--- src/rtl/bus_select_arbiter.sv ---
// Round-robin arbiter for four requesters sharing one tri-state bus.
// Bursts are bounded, and a one-cycle turnaround separates successive owners.
module bus_select_arbiter #(
   parameter int MAX_BURST = 8,
   parameter int CNT_W     = 4
) (
   input  logic       clk,
   input  logic       rst,
   input  logic [3:0] req,
   output logic [1:2] s,
   output logic       enable,
   output logic [3:0] gnt,
   output logic       busy
);

   typedef enum logic [1:0] {
      IDLE  = 2'd0,
      GRANT = 2'd1,
      TURN  = 2'd2
   } state_e;

   localparam logic [CNT_W-1:0] MaxCnt = CNT_W'(MAX_BURST);

   state_e           state_q, state_d;
   logic [1:0]       s_q, s_d;
   logic [1:0]       last_q, last_d;
   logic [CNT_W-1:0] cnt_q, cnt_d;
   logic             enable_q, enable_d;
   logic [3:0]       gnt_q, gnt_d;
   logic             busy_q, busy_d;

   logic [1:0]       arbIdx;
   logic             arbAny;
   logic [1:0]       cand;

   // Scan starts just after the last owner, so the previous owner is checked last.
   always_comb begin
      arbIdx = last_q;
      arbAny = 1'b0;
      cand   = last_q;
      for (int k = 1; k <= 4; k++) begin
         cand = last_q + 2'(k);
         if (!arbAny && req[cand]) begin
            arbIdx = cand;
            arbAny = 1'b1;
         end
      end
   end

   always_comb begin
      state_d  = state_q;
      s_d      = s_q;
      last_d   = last_q;
      cnt_d    = cnt_q;
      enable_d = 1'b0;
      gnt_d    = 4'b0000;
      busy_d   = 1'b0;
      case (state_q)
         IDLE, TURN: begin
            if (arbAny) begin
               state_d  = GRANT;
               s_d      = arbIdx;
               cnt_d    = CNT_W'(1);
               enable_d = 1'b1;
               gnt_d    = 4'b0001 << arbIdx;
               busy_d   = 1'b1;
            end else begin
               state_d  = IDLE;
            end
         end
         GRANT: begin
            busy_d = 1'b1;
            // A dropped request takes precedence over any new request this edge.
            if (!req[s_q] || (cnt_q == MaxCnt)) begin
               state_d = TURN;
               last_d  = s_q;
            end else begin
               cnt_d    = cnt_q + CNT_W'(1);
               enable_d = 1'b1;
               gnt_d    = 4'b0001 << s_q;
            end
         end
         default: begin
            state_d = IDLE;
         end
      endcase
   end

   always_ff @(posedge clk) begin
      if (rst) begin
         state_q  <= IDLE;
         s_q      <= 2'd0;
         last_q   <= 2'd3;
         cnt_q    <= '0;
         enable_q <= 1'b0;
         gnt_q    <= 4'b0000;
         busy_q   <= 1'b0;
      end else begin
         state_q  <= state_d;
         s_q      <= s_d;
         last_q   <= last_d;
         cnt_q    <= cnt_d;
         enable_q <= enable_d;
         gnt_q    <= gnt_d;
         busy_q   <= busy_d;
      end
   end

   assign s      = s_q;
   assign enable = enable_q;
   assign gnt    = gnt_q;
   assign busy   = busy_q;

endmodule

--- config.mk ---
export PLATFORM = sky130hd
export DESIGN_NAME = bus_select_arbiter
export DESIGN_NICKNAME = d
export VERILOG_FILES = /design/src/rtl/bus_select_arbiter.sv
export SDC_FILE = /design/constraint.sdc
export NUM_CORES = 1
export LEC_CHECK = 0
export CAP_MARGIN = 20
export CORE_UTILIZATION = 44
export CTS_BUF_LIST = sky130_fd_sc_hd__clkbuf_8
export CTS_CLUSTER_SIZE = 40
export DETAILED_ROUTE_END_ITERATION = 12
export HOLD_SLACK_MARGIN = 0.1
export PLACE_DENSITY = 0.71
export SETUP_SLACK_MARGIN = 0.02
export SLEW_MARGIN = 20
export SYNTH_ARGS = -nofsm -noshare
export SYNTH_HDL_FRONTEND = slang
export SYNTH_SLANG_ARGS = --single-unit
export TNS_END_PERCENT = 100
--- constraint.sdc ---
create_clock -name clk -period 1.5 [get_ports clk]
set_input_delay 0.375 -clock clk [delete_from_list [all_inputs] [get_ports clk]]
set_output_delay 0.375 -clock clk [all_outputs]
set_load 0.02 [all_outputs]
### Word level (Yosys, flattened, before mapping)

Index checks and enable logic that the tools add are counted.

| word-level totals | value |
|---|---|
| register bits after elaboration | 16 |
| bits of input ports | 6 |
| output and inout port bits | 8 |
| word-level logic and storage cells | 69 |

| cells by class | value |
|---|---|
| add/subtract/negate cells | 4 |
| order comparisons | 5 |
| eq/ne operators | 6 |
| shift-type cells | 2 |
| muxes and demuxes | 31 |
| reductions and logical operators | 14 |

Operators with widths:

| operator | count |
|---|---|
| $mux W4 | 4 |
| $pmux W4 S2 | 2 |
| $lt A2 B3 Y1 const B | 5 |
| $mux W1 | 12 |
| $bmux W1 S2 | 5 |
| $mux W2 | 5 |
| $shl A1 B2 Y4 const A | 2 |
| $ne A2 B2 Y1 const B | 3 |
| $add A2 B2 Y2 const B | 2 |
| $add A4 B1 Y4 const B | 1 |
| $eq A4 B4 Y1 const B | 1 |
| $logic_not A1 Y1 | 4 |
| $pmux W1 S2 | 2 |
| $pmux W2 S2 | 1 |
| $reduce_and A2 Y1 | 2 |
| $logic_and A1 B1 Y1 | 3 |
| $reduce_and A3 Y1 | 1 |
| $add A2 B1 Y2 const B | 1 |
| $eq A2 B1 Y1 const B | 1 |
| $eq A2 B2 Y1 const B | 1 |
| $logic_not A2 Y1 | 1 |
| $reduce_bool A2 Y1 | 1 |
| $reduce_or A2 Y1 | 1 |
| $logic_or A1 B1 Y1 | 1 |

### Logic depth before layout (Yosys ltp)

| depth | value |
|---|---|
| depth in word-level cells | 16 |
| gate-level depth with buffers | 6 |
| depth with buffers taken out | 6 |

### Worst setup path after synthesis

No wires, ideal clock.

| timing | value |
|---|---|
| path kind | flip-flop to flip-flop |
| from | register s_q[0], in the netlist s[2] |
| to | register last_q[1] |
| arrival | 1.626 ns |
| path slack | -0.248 ns |
| cell stages (with the launch flop) | 6 |
| buffers on the path | 1 |
| path through | dfxtp_1 -> buf_6 -> mux4_2 -> nand2_2 -> nand2_2 -> a221o_1 |

| between the ends | value |
|---|---|
| longest elaborated chain between the ends | 5 |

Ends and longest elaborated chain:

| what | line | text |
|---|---|---|
| start, declared | 25 | `logic [1:0] s_q, s_d;` |
| start signal, assigned | 92 | `s_q <= 2'd0;` |
| start signal, assigned | 100 | `s_q <= s_d;` |
| $bmux W1 S2 | 74 | `if (!req[s_q] \|\| (cnt_q == MaxCnt)) begin` |
| $mux W1 (implied by the code) | 74 |  |
| $logic_not A1 Y1 | 74 |  |
| $logic_or A1 B1 Y1 | 74 |  |
| $reduce_and A2 Y1 (no line) | n/a |  |
| end signal, assigned | 101 | `last_q <= last_d;` |
| end, declared | 26 | `logic [1:0] last_q, last_d;` |

No other way between the ends. The select of a mux whose other input is x is not followed.
A chain may end at the register's enable or synchronous reset.

### Final worst setup path

Ends and elaborated chain as after synthesis.

==> summary.md <==
| Metric | Value |
|---|---|
| Peak supply drop | `0.723 mV` |
| CTS root buffer | `clkbuf_8` |
| Relative slew margins | `69.8%` |
| CP peak stage delay | `0.59 ns` |
| Starting density of the core | `46.8%` |
| CP endpoint kind | `register` |
| Predominant post-synthesis flop cell | `dfxtp_1` |
| CTS Buf Count | `3` |
| GP Congestion | `0.790` |
| Slowest cell on crit path | `mux4_2` |
| Syn-to-layout area delta | `63.5%` |
| First DRT Iteration DRCs | `5` |
| WL/cell | `14.0 um` |
| Die H | `44.6 um` |
| Post-route cell area | `1310 um^2` |
| Final period util | `102%` |
| Failing checks | `negative setup slack` |
| First-pass GRT wire length | `3.36 mm` |
| Seq/Total Area, Yosys | `40.1%` |
| Post-layout util | `76.6%` |
| Most common cell type on the critical path | `nand2_2` |
| CTS tree | `built` |
| Area share of the largest cell type after synthesis | `40.1%` |
| CP Launch Type | `register` |
| Netlist cell types | `38` |
| Post-route DRC | `0` |
| Min Hold Slack | `0.541 ns` |
| Post-DP HPWL | `1.47 mm` |
| CORE AREA | `1710 um^2` |
| Share of cells above drive strength 1 | `46.6%` |
| Via count | `819` |
| DP Area | `1100 um^2` |
| Non-Filler Instances | `156` |
| Drt total wl | `2.18 mm` |
| Die W | `44.6 um` |
| CP delay by family, top | `multiplexers` |
| Critical path class | `register to register` |
| Yosys warnings | `0` |
| WP data required | `1.64 ns` |
| Cells taking the most area after synthesis | `dfxtp_1 40%, a21oi_1 5.0%, nor3_1 3.8%` |
| Nets | `140` |
| Diode count | `0` |
| Fmax | `653 MHz` |
| Crit path DAT | `1.67 ns` |
| Power per cell area | `964 nW/um^2` |
| Io pins | `14` |
| Crit-path cells | `mux4_2, nand2_2, nand2_2, a221o_1` |
| DR pass1 iterations | `4` |
| Input/output buffers | `13` |
| Die ar. | `1990 um^2` |
| Worst slew pin tran | `0.452 ns` |
| Outcome | `complete, but fails checks` |
| Post-CTS Hold Buffers | `0` |
| Initial antenna violation count | `0` |
| Vias in the first global route | `804` |
| Clock transition at path regs | `0.07 ns` |
| Synthesized instance count | `90` |
| Pin count of the biggest net entering global routing | `13` |
| CTS H-tree lvls | `1` |
| Post-DRT Antenna Nets | `0` |
| Total leakage power | `0.576 nW` |
| Tmin final | `1.53 ns` |
| FFs w/ async S/R, synth | `0%` |
| Final WS setup | `-0.0321 ns` |
| Min-Delay Path Class | `register to register` |
| # rows | `15` |
| Buf+Inv Stages, Crit Path | `0` |
| Worst-Skew Late Latency | `0.25 ns` |
| Final setup violation count | `3` |
| Number of synthesized flops with an enable pin | `0` |
| Most frequent cells in the layout | `21 x buf_4, 13 x dfxtp_1, 12 x dlygate4sd2_1, 6 x a21oi_1, 6 x buf_6` |
| Most common cell after layout, fill and taps aside | `buf_4` |
| Final hold vios | `0` |
| Syn_area_per_cell | `8.88 um^2` |
| Pins Over Slew Limit | `0` |
| Synth area leader | `dfxtp_1` |
| Bufs on Longest Clock Path | `2` |
| Synth Register Bits | `16` |
| Fin Clk Skew | `0.00469 ns` |
| Tot GR Track Use | `23.7%` |
| Overflow after GRT | `0` |
| DR vias/cell | `5.25` |
| Synthesized cell area | `800 um^2` |
| Syn_nets | `98` |
| Clock sink count | `16` |
| Crit Path Max Fanout | `4` |
| Max Cap Viol | `0` |
| Cells after DPL | `145` |
| Unrepaired setup endpoints after global routing | `yes` |
## through the flow
stage	power (mW)	TNS [ns]	worst slack [ns]
2_1_floorplan	0.672	-0.181	-0.0951
3_3_place_gp	0.820	-5.88	-0.468
3_5_place_dp	0.830	-6.32	-0.553
4_1_cts	1.24	-0.0481	-0.0344
5_1_grt	1.33	-0.325	-0.0866
6_report	1.26	-0.0386	-0.0321
## layer usage
layer  GRT usage [%]  vias to the layer above  routed length, um
li1                -                      410                  -
met1            25.9                      387                888
met2            42.1                       16               1170
met3            6.53                        6                 74
met4            10.9                        0                 46
met5               0                        -                  0
## cell usage after synthesis (2+ instances only)
library cell / count
nor2b_1: 2
nand4_1: 2
nand3b_1: 2
xor2_1: 2
o21ai_0: 3
a21o_1: 2
inv_1: 6
nand2b_1: 2
a32o_1: 2
nand2_2: 2
nor2_1: 5
o31ai_1: 2
nand2_1: 5
ha_1: 2
dfxtp_1: 16
a21oi_1: 8
nor3_1: 6
## final cells by class
type,count,area [um^2]
multi-input combinational,65,537
clock buffer,4,55.1
timing repair buffer,40,335
fill,125,400
sequential,16,327
tap,25,31.3
inverter,6,22.5
## flip-flops by register name, indices dropped and copies added (netlist names)
signal / flops
state_q: 2
cnt_q: 4
busy: 1
last_q: 2
gnt: 4
s: 2
enable: 1
## logic make-up after synthesis
group | synth area share, %
xor gates and xnor gates | 2.19
muxes | 4.23
and+or+nand+nor | 25.7
buffers and inverters | 5.32
DFF | 40.1
AOI/OAI and AO/OA | 19.4
adders and majority gates | 3.13
## final timing paths
check | startpoint | to | slack (ns) | cells past startpoint
max | s[2] | last_q[1] | -0.03 | 4
min | cnt_q[3] | cnt_q[3] | 0.54 | 2
min reg2reg | cnt_q[3] | cnt_q[3] | 0.54 | 2
max reg2reg | s[2] | last_q[1] | -0.03 | 4
## report_power, final
part	switching [mW]	internal [mW]
clock	0.146	0.233
combinational	0.196	0.195
sequential	0.0272	0.464
total	0.369	0.891
## worst register-to-register path, cell delays in order, from the launching register on
cell	delay (ns)
dfxtp_4	0.37
mux4_2	0.59
nand2_2	0.11
nand2_2	0.06
a221o_1	0.30
## repair_timing
action | CTS | global route
setup endpoints to repair | 23 | 13
buffers inserted | 6 | 1
resized for setup | 27 | 17
pin swaps | 9 | 9
(Power assumes the default switching activity.)
